<file path="src/rtl/priority_dec_16_if.sv">
// Handshake bundle for priority_dec_16: input beat (pos/frac) and reconstructed output beat.
// out_mask exists only when PRIORITY_DEC_THERMO_EN is defined.
interface priority_dec_16_if #(
   parameter int FRAC_W = 4
);
   logic              in_valid;
   logic              in_ready;
   logic [4:0]        in_pos;
   logic [FRAC_W-1:0] in_frac;
   logic              out_valid;
   logic              out_ready;
   logic [15:0]       out_val;
   logic              out_err;
`ifdef PRIORITY_DEC_THERMO_EN
   logic [15:0]       out_mask;
`endif

   // master drives the input beat and consumes the output beat
   modport master (
      output in_valid, in_pos, in_frac, out_ready,
      input  in_ready, out_valid, out_val, out_err
`ifdef PRIORITY_DEC_THERMO_EN
      , input out_mask
`endif
   );

   modport slave (
      input  in_valid, in_pos, in_frac, out_ready,
      output in_ready, out_valid, out_val, out_err
`ifdef PRIORITY_DEC_THERMO_EN
      , output out_mask
`endif
   );
endinterface

</file>
<file path="src/rtl/priority_dec_16.sv">
// Leading-one position code + fraction back to a 16-bit linear value, 2-stage valid/ready pipeline.
// Optional thermometer mask output enabled by PRIORITY_DEC_THERMO_EN.
module priority_dec_16 #(
   parameter int FRAC_W = 4
) (
   input  logic              clk,
   input  logic              rst_n,
   priority_dec_16_if.slave  bus
);
   logic              s1_valid_reg;
   logic [4:0]        s1_pos_reg;
   logic [FRAC_W-1:0] s1_frac_reg;
   logic [15:0]       s1_onehot_reg;
   logic              s1_err_reg;

   logic              s2_valid_reg;
   logic [15:0]       s2_val_reg;
   logic              s2_err_reg;

   logic [15:0]       onehot_next;
   logic [15:0]       frac_bits;
   logic [15:0]       val_next;
   logic              err_next;
   logic              s2_load;
   logic              s1_load;

   assign s2_load      = !s2_valid_reg || bus.out_ready;
   assign s1_load      = !s1_valid_reg || s2_load;
   assign bus.in_ready = s1_load;
   assign err_next     = (bus.in_pos > 5'd16);

   // Output bit gi takes fraction bit j when gi = pos-2-(FRAC_W-1-j); bits below 0 simply never match.
   for (genvar gi = 0; gi < 16; gi++) begin : g_bit
      logic frac_hit;
      assign onehot_next[gi] = (bus.in_pos == 5'(gi + 1));
      always_comb begin
         frac_hit = 1'b0;
         for (int j = 0; j < FRAC_W; j++) begin
            if (int'(s1_pos_reg) == gi + 1 + FRAC_W - j)
               frac_hit = s1_frac_reg[j];
         end
      end
      assign frac_bits[gi] = frac_hit;
   end

   assign val_next = s1_err_reg ? 16'hFFFF : (s1_onehot_reg | frac_bits);

   always_ff @(posedge clk) begin
      if (!rst_n) begin
         s1_valid_reg  <= 1'b0;
         s1_pos_reg    <= 5'd0;
         s1_frac_reg   <= '0;
         s1_onehot_reg <= 16'h0000;
         s1_err_reg    <= 1'b0;
      end else if (s1_load) begin
         s1_valid_reg <= bus.in_valid;
         if (bus.in_valid) begin
            s1_pos_reg    <= bus.in_pos;
            s1_frac_reg   <= bus.in_frac;
            s1_onehot_reg <= onehot_next;
            s1_err_reg    <= err_next;
         end
      end
   end

   always_ff @(posedge clk) begin
      if (!rst_n) begin
         s2_valid_reg <= 1'b0;
         s2_val_reg   <= 16'h0000;
         s2_err_reg   <= 1'b0;
      end else if (s2_load) begin
         s2_valid_reg <= s1_valid_reg;
         if (s1_valid_reg) begin
            s2_val_reg <= val_next;
            s2_err_reg <= s1_err_reg;
         end
      end
   end

   assign bus.out_valid = s2_valid_reg;
   assign bus.out_val   = s2_val_reg;
   assign bus.out_err   = s2_err_reg;

`ifdef PRIORITY_DEC_THERMO_EN
   logic [15:0] s2_mask_reg;
   logic [15:0] mask_next;

   // One-hot at bit p-1 smeared downward gives bits p-1..0.
   always_comb begin
      mask_next = 16'h0000;
      if (s1_err_reg)
         mask_next = 16'hFFFF;
      else if (s1_onehot_reg != 16'h0000)
         mask_next = s1_onehot_reg | (s1_onehot_reg - 16'd1);
   end

   always_ff @(posedge clk) begin
      if (!rst_n)
         s2_mask_reg <= 16'h0000;
      else if (s2_load && s1_valid_reg)
         s2_mask_reg <= mask_next;
   end

   assign bus.out_mask = s2_mask_reg;
`endif
endmodule

</file>
<file path="src/flat_wrapper.sv">
// flat-port wrapper written by rule: the top's interface ports become plain ports
module priority_dec_16_flat 
#(
   parameter int FRAC_W = 4
)
  (clk, rst_n, bus_in_valid, bus_in_pos, bus_in_frac, bus_out_ready, bus_in_ready, bus_out_valid, bus_out_val, bus_out_err);
  priority_dec_16_if #(.FRAC_W(FRAC_W)) bus_i ();
  input  logic clk;
  input  logic rst_n;
  input wire logic [$bits(bus_i.in_valid)-1:0] bus_in_valid;
  input wire logic [$bits(bus_i.in_pos)-1:0] bus_in_pos;
  input wire logic [$bits(bus_i.in_frac)-1:0] bus_in_frac;
  input wire logic [$bits(bus_i.out_ready)-1:0] bus_out_ready;
  output wire logic [$bits(bus_i.in_ready)-1:0] bus_in_ready;
  output wire logic [$bits(bus_i.out_valid)-1:0] bus_out_valid;
  output wire logic [$bits(bus_i.out_val)-1:0] bus_out_val;
  output wire logic [$bits(bus_i.out_err)-1:0] bus_out_err;
  assign bus_i.in_valid = bus_in_valid;
  assign bus_i.in_pos = bus_in_pos;
  assign bus_i.in_frac = bus_in_frac;
  assign bus_i.out_ready = bus_out_ready;
  assign bus_in_ready = bus_i.in_ready;
  assign bus_out_valid = bus_i.out_valid;
  assign bus_out_val = bus_i.out_val;
  assign bus_out_err = bus_i.out_err;
  priority_dec_16 #(.FRAC_W(FRAC_W)) u_core (.clk(clk), .rst_n(rst_n), .bus(bus_i));
endmodule
</file>
<file path="config.mk">
export PLATFORM = sky130hd
export DESIGN_NAME = priority_dec_16_flat
export DESIGN_NICKNAME = d
export VERILOG_FILES = /design/src/rtl/priority_dec_16_if.sv /design/src/rtl/priority_dec_16.sv /design/src/flat_wrapper.sv
export SDC_FILE = /design/constraint.sdc
export NUM_CORES = 1
export LEC_CHECK = 0
export CAP_MARGIN = 15
export CORE_MARGIN = 1
export CORE_UTILIZATION = 45
export CTS_BUF_LIST = sky130_fd_sc_hd__clkbuf_4 sky130_fd_sc_hd__clkbuf_8 sky130_fd_sc_hd__clkbuf_16
export DETAILED_ROUTE_END_ITERATION = 10
export PLACE_DENSITY = 0.68
export SETUP_SLACK_MARGIN = 0.3
export SYNTH_ARGS = -nofsm -noshare
export SYNTH_HDL_FRONTEND = slang
export SYNTH_SLANG_ARGS = --single-unit
export TNS_END_PERCENT = 5
</file>
<file path="constraint.sdc">
create_clock -name clk -period 2.9 [get_ports clk]
set_clock_uncertainty 0.2 [all_clocks]
set_input_delay 0.29 -clock clk [delete_from_list [all_inputs] [get_ports clk]]
set_output_delay 0.29 -clock clk [all_outputs]
set_load 0.05 [all_outputs]
</file>
# Yosys cells after proc, flatten, opt, wreduce, memory -nomap -nowiden

Index checks and enable logic that the tools add are counted.

$lt $le $gt $ge: 1
Eq/ne operators: 35
Multiplexer cells: 65
Bitwise operators: 1
Reduce and logical (&&, ||, !) cells: 6

Operators with widths:

| operator                                                         | count |
|---|---|
| 5-bit == test (second input constant)                            | 14 |
| 1-bit two-way mux                                                | 64 |
| 5-bit by 4-bit == test with 1-bit output (second input constant) | 12 |
| 5-bit by 3-bit == test with 1-bit output (second input constant) | 6 |
| 16-bit two-way mux                                               | 1 |
| 16-bit OR                                                        | 1 |
| 5-bit by 2-bit == test with 1-bit output (second input constant) | 2 |
| 5-bit by 1-bit == test with 1-bit output (second input constant) | 1 |
| 5-bit greater-than comparator (second input constant)            | 1 |
| 2-bit AND reduction                                              | 2 |
| 1-bit zero test                                                  | 2 |
| 1-bit logical OR                                                 | 2 |

Register bits: 45
Input port bits: 13
Output and inout port bits: 19
Word-level logic and storage cells: 116

# Longest topological paths before layout

Gate-level depths: netlist of run 1.

Word-level depth: 7
Mapped depth: 6
Gate-level depth less buffers: 4

# Worst setup path before layout of run 1

Ideal clock, no wire load.

Path kind: register to register
Start: register u_core.s2_valid_reg, in the netlist u_core.bus.out_valid
End: register u_core.s1_pos_reg[1]
Library setup time: 0.076 ns
Data arrival time: 1.833 ns
Required time: 2.624 ns
Path slack: 0.792 ns
Cell stages (with the launch flop): 7
Buffers on the path: 2
Cell sequence: dfxtp_1 -> nand3b_2 -> nand2_1 -> buf_2 -> buf_2 -> nand2_1 -> a21boi_0

Cells in the longest elaborated chain, start to end: 4

Ends and longest elaborated chain:

| element                              | RTL line              | RTL |
|---|---|---|
| start, declared                      | priority_dec_16.sv:16 | `logic s2_valid_reg;` |
| start signal, assigned               | priority_dec_16.sv:72 | `s2_valid_reg <= s1_valid_reg;` |
| 1-bit zero test                      | priority_dec_16.sv:27 | `assign s2_load = !s2_valid_reg \|\| bus.out_ready;` |
| 1-bit logical OR                     | priority_dec_16.sv:27 |  |
| 1-bit logical OR                     | priority_dec_16.sv:28 | `assign s1_load = !s1_valid_reg \|\| s2_load;` |
| named net bus_in_ready               | flat_wrapper.sv:14    | `output wire logic [$bits(bus_i.in_ready)-1:0] bus_in_ready;` |
| 2-bit AND reduction (no source line) | -                     |  |
| end signal, assigned                 | priority_dec_16.sv:58 | `s1_pos_reg <= bus.in_pos;` |
| end, declared                        | priority_dec_16.sv:11 | `logic [4:0] s1_pos_reg;` |

The timed path passes the listed nets, and every way through them passes these cells.
A chain may end at the register's enable or synchronous reset.

# Worst setup path in the final report of run 1

Start: input port bus_out_ready
End: output port bus_in_ready

Cells in the longest elaborated chain, start to end: 2

Ends and longest elaborated chain:

| element          | RTL line              | RTL |
|---|---|---|
| start, declared  | flat_wrapper.sv:13    | `input wire logic [$bits(bus_i.out_ready)-1:0] bus_out_ready;` |
| 1-bit logical OR | priority_dec_16.sv:27 |  |
| 1-bit logical OR | priority_dec_16.sv:28 |  |
| end, declared    | flat_wrapper.sv:14    |  |

No other way between the ends.

==> run metrics, run 1 <==
1st-iter DRT viols=198; Gate Count Post-Synth=280; share of cells above drive strength 1=5.65%; Critical Path Start=bus_out_ready; count leader, synth=nand2_1; RR Startpoint=u_core.s1_pos_reg[2]; Synth area leader=dfxtp_1; drt first pass iters=5; Pleak=0.000915 µW; drt drc=0; status=finished, final reports clean; Seq/Total Area, Yosys=39.6%; GPL Wtd Cong=0.905; total grt overflow=0; R2R cell count=4; Global Route Usage Sum=21.7%; vias in the first global route=1815; Hold EP=u_core.s1_onehot_reg[6]; Initial Util=47.5%; crit path time final=2.28 ns; synthesized area per cell=8.12 µm²; Required @ worst endpoint=2.41 ns; synthesized area=0.00227 mm²; sequential power share=51.2%; clock buffer depth=2; Post-synth ARST share=0%; post-synthesis register bit count=45; Total Nets Final=313; CP endpoint kind=output port; commonest cells in the netlist=nand2_1, dfxtp_1, o21ai_0; TritonCTS clock tree=done; largest net degree at the start of global routing=29; PnR worst setup slack=0.624 ns; DR WL/cell=14.6 µm; Root Buffer=clkbuf_8; # hold bufs at CTS=0; Post-synth EDFFs=0; Synth-to-Final Area Change=18.2%; number of cells upsized or downsized after cts=0; Max Clk Rate=439 MHz; Die Wd=73.1 µm; max-cap violations=0; distinct cell type count after synthesis=52; Via density=5.59; Hold Fails Final Rpt=0; min-delay src=u_core.s1_onehot_reg[6]; antenna cells=0; VDD IR max=0.235 mV; RSZ-0062 raised after global routing=false; Hold WS=0.259 ns; Syn Nets=293; initial antenna violation count=0; Ys Warns=0; vias=2058; Core Util, Final=56.1%; Worst slew margin=44.8%; core box area=0.00479 mm²; CTS sink cnt=45; num ports=32; dpl hpwl=3.81 mm; hold path depth=2; Tightest Hold Check Type=reg -> reg; Worst Setup Start Kind=primary input; crit path max fanout=3; # rows=25; r2r setup slk=0.84 ns; dpl ws=0.489 ns; setup violators final=0; fin. max-slew vios=0; total CTS buffers=5; Antenna Nets Post-Route=0; port buffer count=31; Comb power frac=17.6%; clock-pin slew on the worst setup and hold paths=0.09 ns; Internal Power=928 µW; post-CTS setup buffer count=0; Die H=73.1 µm; H-tree depth=2; ys flop type=dfxtp_1; Least-Margin Pin Slew=0.826 ns; sw frac=29.9%; top post-synthesis cells by area=dfxtp_1, nand2_1, a21boi_0; post-synth top area share=39.6%; Worst EP arrival=1.79 ns; Pwr per Cell Area=493 mW/mm²; die area=0.00534 mm²; setup_tns=0 ns; final wirelength=5.36 mm; first-pass GRT wire length=8.99 mm; crit share post-route=78.5%; clock share of power=31.2%; crit path kind=in -> out; Critical R2R Capture=u_core.bus.out_val[1]; worst skew pair latency=0.29 ns; sw power=395 µW
## per-layer routing
layer | GRT usage [%] | share of wire, % | vias up
li1 | - | - | 1051
met1 | 30.7 | 51 | 958
met2 | 34.3 | 44 | 45
met3 | 3.31 | 3.7 | 4
met4 | 6.10 | 1.4 | 0
met5 | 0 | 0 | -
## stage by stage
step	total power (µW)	area (µm²)	cells
final	1320	2690	368
after detailed placement	922	2590	360
after floorplan	846	2270	280
after global placement	922	2590	360
after global routing	1370	2690	368
after CTS	1330	2690	368
## worst max-delay path: stages
cell	delay (ns)
clkdlybuf4s50_1	0.53
nand3b_2	0.16
clkdlybuf4s50_1	0.81
## power groups by stage
stage                     sequential (µW)  combinational, µW  clock (µW)
after floorplan                       732                113           0
after global placement                689                233           0
after detailed placement              690                232           0
after CTS                             676                233         417
after global routing                  681                253         436
final                                 677                233         413
## area by class of cell
cell class	instances	area, µm²
fillers	481	2100
clock buffers	6	82.6
repair buffers	36	348
well taps	67	83.8
multi-input cells	207	1240
inverters	5	18.8
clock inverters	2	13.8
flip-flops and latches	45	901
## placed cells by master (no fill, tap or decap), types with 2 or more instances in the layout
cell type / instances
a211oi_1: 6
a21boi_0: 16
a21boi_1: 11
a21oi_1: 12
a311oi_1: 4
a31oi_1: 6
buf_4: 5
clkbuf_8: 6
clkdlybuf4s50_1: 31
dfxtp_1: 45
inv_1: 5
nand2_1: 46
nand2b_1: 6
nand3_1: 6
nand3b_1: 4
nand4_1: 3
nor2_1: 12
nor2b_1: 7
nor3_1: 3
nor4_1: 2
o21ai_0: 18
or3_1: 10
or4_1: 7
## logic make-up after synthesis
logic type	Yosys count	share of synthesized area (%)
simple gates	118	27.8
buf+inv	28	5.89
compound gates	87	25.7
mux	2	0.936
flops	45	39.6
## worst max-delay path by stage
stage	cells past startpoint	endpoint
after floorplan	6	u_core.s1_pos_reg[1]
after global placement	5	u_core.s1_onehot_reg[12]
after detailed placement	5	u_core.s1_onehot_reg[12]
after CTS	3	bus_in_ready
after global routing	3	bus_in_ready
final	3	bus_in_ready
Note: power is estimated with default switching activity, not from simulation.
==> inputs of run 2 (changes only) <==
==> constraint.sdc (replaced) <==
create_clock -name clk -period 2.1 [get_ports clk]
set_clock_uncertainty 0.2 [all_clocks]
set_input_delay 0.21 -clock clk [delete_from_list [all_inputs] [get_ports clk]]
set_output_delay 0.21 -clock clk [all_outputs]
set_load 0.05 [all_outputs]
==> run 2 against run 1 <==
Compared with the run above: flip-flop and latch count stayed put; global-route usage increased by 1.6 points; non-clock buffer count grew 23; critical path depth shrank 2; hold slack gained 0.0058 ns; sequential share of layout area decreased by 2.7 points; clock power up 91%; power grew 57%; routed wire length up 4.3%.
==> run metrics, run 2 (synthesized netlist as in run 1, its figures left out) <==
final wirelength=5.59 mm (+4.3%); GPL Wtd Cong=0.859 (-5.1%); finished layout cell area=0.00293 mm² (+9.2%); Hold EP=u_core.s1_frac_reg[3]; Slowest cell on crit path=clkdlybuf4s50_1; commonest non-fill, non-tap cells in the layout=nand2_1, dfxtp_1, clkdlybuf4s50_1, buf_4, o21ai_0; core box area=0.00479 mm² (unchanged); RR Startpoint=u_core.bus.out_valid; status=finished, final reports clean; num ports=32 (unchanged); CP endpoint kind=output port; VDD IR max=0.435 mV (+85%); max-cap violations=0 (unchanged); cell family with most CP delay=buffers and inverters; sw frac=26.8% (-3.1 points); share of cells above drive strength 1=14.2% (+8.5 points); DR WL/cell=14.3 µm (-1.9%); Comb power frac=17.6% (about the same); Global Route met1 Usage=34.2% (+3.5 points); Global Route Usage Sum=23.3% (+1.6 points); Internal Power=1520 µW (+64%); Pleak=0.00109 µW (+20%); Crit. path cell count=1 (-2); dpl hpwl=4.18 mm (+9.8%); drt first pass iters=4 (-1); setup violators final=0 (unchanged); met2 Use GR=34.4% (+0.10 points); Placed Area=0.00278 mm² (+7.4%); Worst Setup Start Kind=flip-flop; Critical R2R Capture=u_core.bus.out_val[2]; vias in the first global route=1937 (+6.7%); total power=2080 µW (+57%); total CTS buffers=5 (unchanged); GR Layer Usage met3=4.70% (+1.4 points); sequential power share=44.5% (-6.7 points); # rows=25 (unchanged); global routing's busiest layer=met2; hold path depth=3 (+1); total grt overflow=0 (unchanged); clock share of power=37.8% (+6.6 points); R2R cell count=5 (+1); sw power=557 µW (+41%); Root Buffer=clkbuf_8; min-delay src=bus_in_frac[3]; Via density=5.49 (-1.9%); drt drc=0 (unchanged); Initial Util=47.5% (unchanged); TritonCTS clock tree=done; crit-path cells=clkdlybuf4s50_1; port buffer count=31 (unchanged); post-CTS setup buffer count=0 (unchanged); Hold Fails Final Rpt=0 (unchanged); antenna cells=0 (unchanged); die area=0.00534 mm² (unchanged); Pwr per Cell Area=708 mW/mm² (+44%); H-tree depth=2 (unchanged); Worst slew margin=66.3% (+22 points); crit share post-route=88.7%; crit path max fanout=2 (-1); r2r setup slk=0.33 ns (-0.51 ns); Antenna Nets Post-Route=0 (unchanged); Max Clk Rate=537 MHz; Worst EP arrival=1.45 ns (-0.34 ns); Synth-to-Final Area Change=29.1%; worst skew pair latency=0.30 ns (about the same); Least-Margin Pin Slew=0.504 ns (-0.322 ns); Die H=73.1 µm (unchanged); Total Nets Final=336 (+7.3%); RSZ-0062 raised after global routing=true; commonest non-fill, non-tap cell in the layout=nand2_1; first-pass GRT wire length=9.60 mm (+6.8%); initial antenna violation count=0 (unchanged); crit path kind=reg -> out; # hold bufs at CTS=0 (unchanged); crit path time final=1.86 ns; clock buffer depth=2 (unchanged); 1st-iter DRT viols=220 (+11%); Die Wd=73.1 µm (unchanged); clock-pin slew on the worst setup and hold paths=0.09 ns (about the same); CTS sink cnt=45 (unchanged); largest net degree at the start of global routing=26 (-10%); fin. max-slew vios=0 (unchanged); vias=2146 (+4.3%); Worst Path Buf+Inv=1 (-1); Tightest Hold Check Type=in -> reg; CP peak stage delay=0.80 ns (about the same); Required @ worst endpoint=1.69 ns (-0.72 ns)
==> run 2: through the flow <==
| stage | utilization [%] | setup slack [ns] | setup TNS (ns) | hold WS, ns | std cells |
|---|---|---|---|---|---|
| floorplan | - | 0.259 | 0 | 0.155 | 280 |
| global placement | 58.1 | -0.0541 | -0.233 | 0.255 | 383 |
| detailed placement | 58.1 | -0.100 | -0.652 | 0.253 | 383 |
| CTS | 61.0 | 0.214 | 0 | 0.261 | 391 |
| global route | 61.3 | 0.183 | 0 | 0.278 | 391 |
| finish | 61.3 | 0.237 | 0 | 0.265 | 391 |
==> run 2: timing repair <==
action                                  in CTS  in global routing
endpoints found under the setup margin      31                 40
endpoints found under the hold margin        0                  0
pin swaps                                    0                  1
resized for setup                            1                  5
==> run 2: worst max-delay path by stage <==
stage,startpoint,to,slack [ns]
floorplan,u_core.bus.out_valid,u_core.bus.out_val[12],0.26
global placement,bus_out_ready,u_core.bus.out_val[10],-0.05
detailed placement,bus_out_ready,u_core.bus.out_val[10],-0.10
CTS,u_core.bus.out_val[9],bus_out_val[9],0.21
global route,u_core.bus.out_val[1],bus_out_val[1],0.18
finish,u_core.bus.out_val[3],bus_out_val[3],0.24
==> run 2: metal layers <==
layer / wire length (µm) / vias to the layer above
met4: 102 / 0
met2: 2470 / 52
met1: 2790 / 988
met5: 0 / -
met3: 232 / 8
li1: - / 1098
==> run 2: final cells by class <==
cell class | instances | area, µm²
Sequential cell | 45 | 903
Timing Repair Buffer | 59 | 532
Multi-Input combinational cell | 207 | 1260
Tap cell | 67 | 83.8
Fill cell | 447 | 1850
Inverter | 5 | 18.8
Clock inverter | 3 | 68.8
Clock buffer | 5 | 68.8
==> run 2: power groups by stage <==
stage	Clock [µW]	Sequential (µW)	Combinational, µW
2_1_floorplan	0	1010	157
3_3_place_gp	0	943	362
3_5_place_dp	0	945	363
4_1_cts	802	925	364
5_1_grt	845	931	399
6_report	787	926	366
